[src/rtl/tick_countdown_timer_pkg.sv]
// tick_countdown_timer_pkg: state encoding and default count width for the countdown timer.
package tick_countdown_timer_pkg;
  localparam int CNT_W_DEF = 16;
  typedef enum logic [1:0] {
    S_IDLE    = 2'd0,
    S_RUN     = 2'd1,
    S_PAUSE   = 2'd2,
    S_EXPIRED = 2'd3
  } state_e;
endpackage

[src/rtl/tick_countdown_timer.sv]
// tick_countdown_timer: tick-driven down-counter with start/pause/resume/cancel and expiry pulse.
module tick_countdown_timer
  import tick_countdown_timer_pkg::*;
#(
  parameter int CNT_W = CNT_W_DEF
) (
  input  logic             clk,
  input  logic             rst_n,
  input  logic             tick,
  input  logic             load,
  input  logic [CNT_W-1:0] load_val,
  input  logic             start,
  input  logic             pause,
  input  logic             cancel,
  output logic [CNT_W-1:0] remaining,
  output logic             running,
  output logic             paused,
  output logic             done,
  output logic             expired
);
  state_e           state_q, state_d;
  logic [CNT_W-1:0] rem_q, rem_d;
  logic             done_q, done_d;
  logic             go, hold;
  assign go   = start & ~pause;
  assign hold = pause & ~start;
  always_comb begin
    state_d = state_q;
    rem_d   = rem_q;
    done_d  = 1'b0;
    if (cancel) begin
      state_d = S_IDLE;
      rem_d   = '0;
    end else if (load) begin
      state_d = S_IDLE;
      rem_d   = load_val;
    end else begin
      case (state_q)
        S_IDLE:  state_d = (go && rem_q != '0) ? S_RUN : S_IDLE;
        S_PAUSE: state_d = go ? S_RUN : S_PAUSE;
        S_RUN: begin
          if (hold) begin
            state_d = S_PAUSE;
          end else if (tick && rem_q != '0) begin
            // Reaching zero is the only way into EXPIRED, so done fires exactly once.
            rem_d   = rem_q - 1'b1;
            state_d = (rem_q == CNT_W'(1)) ? S_EXPIRED : S_RUN;
            done_d  = (rem_q == CNT_W'(1));
          end
        end
        default: state_d = state_q;
      endcase
    end
  end
  always_ff @(posedge clk or negedge rst_n) begin
    if (!rst_n) begin
      state_q <= S_IDLE;
      rem_q   <= '0;
      done_q  <= 1'b0;
    end else begin
      state_q <= state_d;
      rem_q   <= rem_d;
      done_q  <= done_d;
    end
  end
  assign remaining = rem_q;
  assign running   = (state_q == S_RUN);
  assign paused    = (state_q == S_PAUSE);
  assign expired   = (state_q == S_EXPIRED);
  assign done      = done_q;
endmodule

[config.mk]
export PLATFORM = sky130hd
export DESIGN_NAME = tick_countdown_timer
export DESIGN_NICKNAME = d
export VERILOG_FILES = /design/src/rtl/tick_countdown_timer_pkg.sv /design/src/rtl/tick_countdown_timer.sv
export SDC_FILE = /design/constraint.sdc
export NUM_CORES = 1
export LEC_CHECK = 0
export BUFFER_PORTS_ARGS = -buffer_cell sky130_fd_sc_hd__buf_2
export CORE_UTILIZATION = 46
export CTS_CLUSTER_DIAMETER = 100
export CTS_CLUSTER_SIZE = 10
export DETAILED_ROUTE_END_ITERATION = 8
export GPL_TIMING_DRIVEN = 0
export PLACE_DENSITY = 0.76
export RECOVER_POWER = 100
export SLEW_MARGIN = 40
export SYNTH_ARGS = -nofsm -noshare
export SYNTH_HDL_FRONTEND = slang
export SYNTH_SLANG_ARGS = --single-unit
[constraint.sdc]
create_clock -name clk -period 1.9 [get_ports clk]
set_input_delay 0.38 -clock clk [delete_from_list [all_inputs] [get_ports clk]]
set_output_delay 0.38 -clock clk [all_outputs]
set_load 0.005 [all_outputs]
==> impl_metrics.tcl <==
set metrics [dict create \
    worstSetupStartpointType "register" \
    synth-xor-area-share_pct 5.58 \
    synth_top_family_by_area "simple AND/OR/NAND/NOR gates" \
    synth_edf_count 0 \
    area_delta_synth_final_pct 33.9 \
    critPathMaxStageDelay_ns 0.58 \
    synthFlopType "dfrtp_1" \
    powerDensity_nw_per_um2 521 \
    hold_end "remaining[9]$_DFFE_PN0P_" \
    status "finished, violations left" \
    fin_util_pct 66.9 \
    layout-drive-gt1-share_pct 38.9 \
    grt_usage_pct 23.9 \
    worst_pin_slew_ns 1.11 \
    grt_pass1_vias 1397 \
    crit_type "reg -> reg" \
    finalCritPeriodShare_pct 98.8 \
    slowest_stage "or4_4" \
    grt.overflow.total 0 \
    peakVddDrop_uv 320 \
    rsz0062_at_grt "yes" \
    cts_tree "yes" \
    die_y_um 57.4 \
    final_nets 256 \
    route.antenna.remaining_nets 0 \
    ys_warn_count 0 \
    yosys.area_share.simple_pct 29.5 \
    layout_min_cycle_time_ns 1.88 \
    regToRegSetupSlack_ns 0.02 \
    clock_latency_ns 0.32 \
    cts_max_level 1 \
    drc 4 \
    ys_seq_area_share_pct 33.6 \
    initial_core_util_pct 50.0 \
    ys_ff_latch 19 \
    synth_mux_area_share_pct 0.708 \
    drt-total-wl_um 3960 \
    regToRegEndpoint "remaining[10]$_DFFE_PN0P_" \
    via_per_inst 5.84 \
    hold_start "load_val[9]" \
    die_w_um 57.4 \
    first_pass_iters 6 \
    ff2ff_path_depth 5 \
    violations "DRC" \
    synthDistinctLibCells 38 \
    cts.clk_slew.worst_paths_ns 0.13 \
    dr.first_iter.drc_count 73 \
    core-area_um2 2830 \
    holdPathStages 2 \
    cts_buffer_depth 2 \
    antenna_found_initial 0 \
    fin_skew_ns 0.0107 \
    cp_data_arrival_time_ns 2.10 \
    cts-root-buf "clkbuf_4" \
    hold_path.class "in -> reg" \
    finalPower_mw 0.987 \
    port-buffer-count 40 \
    worstPathMaxFanout 4 \
    p_leak_nw 0.898 \
    setup_viol 0 \
    worstPathRequired_ns 2.12 \
    gp_congestion 0.854 \
    slew_viol_final 0 \
    syn_area_per_cell_um2 8.47 \
    synthCells 167 \
    max_slew_margin_pct 25.8 \
    synth_compound_area_share_pct 18.4 \
    max_freq_mhz 533 \
    synth_nets 196 \
    vias 1502 \
    grt_pass1_wl_um 6180 \
    cap_viol_max_count 0 \
    numCtsBuffers 3 \
    io_pins 43 \
    die_area_um2 3300 \
    async_reset_ff_share_pct 100 \
    num_rows 19 \
    dpl.hpwl_um 2700 \
    r2r-start "remaining[6]$_DFFE_PN0P_" \
    finalHoldViolCount 0 \
    cts.sinks 19 \
    endpoint_kind "register" \
    antenna_cells 0 \
    critical_path.cell_chain "or4_4, or3_4, nor3_4, xor2_1, o21a_1" \
    syn_area_um2 1410 \
    synth_adder_area_share_pct 5.31 \
    detail_route.wl_per_cell_um 15.4 \
    holdWs_ns 0.289 \
    grt_max_degree 20 \
]
layout make-up:
type | instances | area (um^2)
Clock buffer | 3 | 22.5
Clock inverter | 1 | 5.00
Tap cell | 31 | 38.8
Fill cell | 232 | 936
Multi-Input combinational cell | 122 | 922
Buffer | 6 | 22.5
Timing Repair Buffer | 56 | 327
Sequential cell | 19 | 484
Inverter | 19 | 71.3
cells by family after synthesis:
kind of cell / Yosys count
flip-flops: 19
buffers and inverters: 26
AND/OR/NAND/NOR: 66
adder cells (fa/ha/maj): 6
XOR/XNOR: 9
multiplexers: 1
AO/OA/AOI/OAI: 40
Yosys cell counts (3+ instances only):
cell type   n  area, um^2
ha_1        6        75.1
nor2b_1     3        18.8
and3_1      3        18.8
o31ai_1     3        22.5
o21a_1     10        75.1
inv_1      19        71.3
xnor2_1     5        43.8
nand2_1     5        18.8
xor2_1      4        35.0
nor3_1     12        60.1
nor4_1      5        31.3
or3_1       3        18.8
clkbuf_1    7        26.3
nand3_1     5        25.0
o21ai_0     3        15.0
nor4_2      3        37.5
a21oi_1    15        75.1
dfrtp_1    19         475
nor2_1     10        37.5
per-layer routing:
layer | track usage (%) | routed length (um) | vias to the layer above | share of wire (%)
met5 | 0 | 0 | - | 0
met4 | 11.1 | 80 | 0 | 2.0
met3 | 2.72 | 165 | 8 | 4.2
met2 | 40.2 | 2070 | 56 | 52
met1 | 30.8 | 1640 | 707 | 41
li1 | - | - | 731 | -
sequential cells by signal, indices dropped and copies added (netlist names):
name       count
remaining     16
done           1
state_q        2
cells in the final DEF, fill, tap and decap left out, types with 5 or more instances in the layout:
| cell | netlist | layout |
|---|---|---|
| buf_2 | 0 | 40 |
| inv_1 | 19 | 17 |
| a21oi_1 | 15 | 15 |
| dfrtp_1 | 19 | 12 |
| buf_4 | 0 | 12 |
| o21a_1 | 10 | 10 |
| nor2_1 | 10 | 9 |
| nor3_1 | 12 | 9 |
| clkbuf_1 | 7 | 7 |
| dfrtp_2 | 0 | 7 |
| nand3_1 | 5 | 5 |
| xnor2_1 | 5 | 5 |
| nand2_1 | 5 | 5 |
power breakdown:
part | switching [mW] | internal, mW
logic | 0.150 | 0.141
registers | 0.0416 | 0.429
clock network | 0.146 | 0.0789
total | 0.337 | 0.649
worst max-delay path, delay by kind of cell, from the launching register on:
| kind | cells | cell delay, ns |
|---|---|---|
| AND/OR/NAND/NOR | 3 | 1.08 |
| flip-flops | 1 | 0.43 |
| AO/OA/AOI/OAI | 1 | 0.18 |
| XOR/XNOR | 1 | 0.09 |
per-stage QoR:
step	cells	TNS [ns]	cell area (um^2)	worst slack (ns)
after floorplan	167	0	1410	0.0617
after global placement	238	-1.12	1650	-0.202
after detailed placement	238	-1.40	1650	-0.223
after CTS	246	0	1740	0.00443
after global routing	257	-0.317	1890	-0.0595
final	257	0	1890	0.0221
what timing repair did:
action                                  4_1_cts  5_1_grt
resized for setup                             5       24
hold buffers                                  1        0
pin swaps                                     2        3
setup buffers                                 4       10
hold endpoints to repair                     11        0
endpoints found under the setup margin       13       18
gates cloned                                  0        1
worst max path at each step:
| stage | start | endpoint | slack [ns] |
|---|---|---|---|
| 5_1_grt | remaining[1]$_DFFE_PN0P_ | remaining[6]$_DFFE_PN0P_ | -0.06 |
| 3_5_place_dp | remaining[0]$_DFFE_PN0P_ | remaining[6]$_DFFE_PN0P_ | -0.22 |
| 4_1_cts | remaining[2]$_DFFE_PN0P_ | remaining[13]$_DFFE_PN0P_ | 0.004 |
| 2_1_floorplan | remaining[0]$_DFFE_PN0P_ | remaining[6]$_DFFE_PN0P_ | 0.06 |
| 3_3_place_gp | remaining[0]$_DFFE_PN0P_ | remaining[6]$_DFFE_PN0P_ | -0.20 |
| 6_report | remaining[6]$_DFFE_PN0P_ | remaining[10]$_DFFE_PN0P_ | 0.02 |
Note: power is estimated with default switching activity, not from simulation.
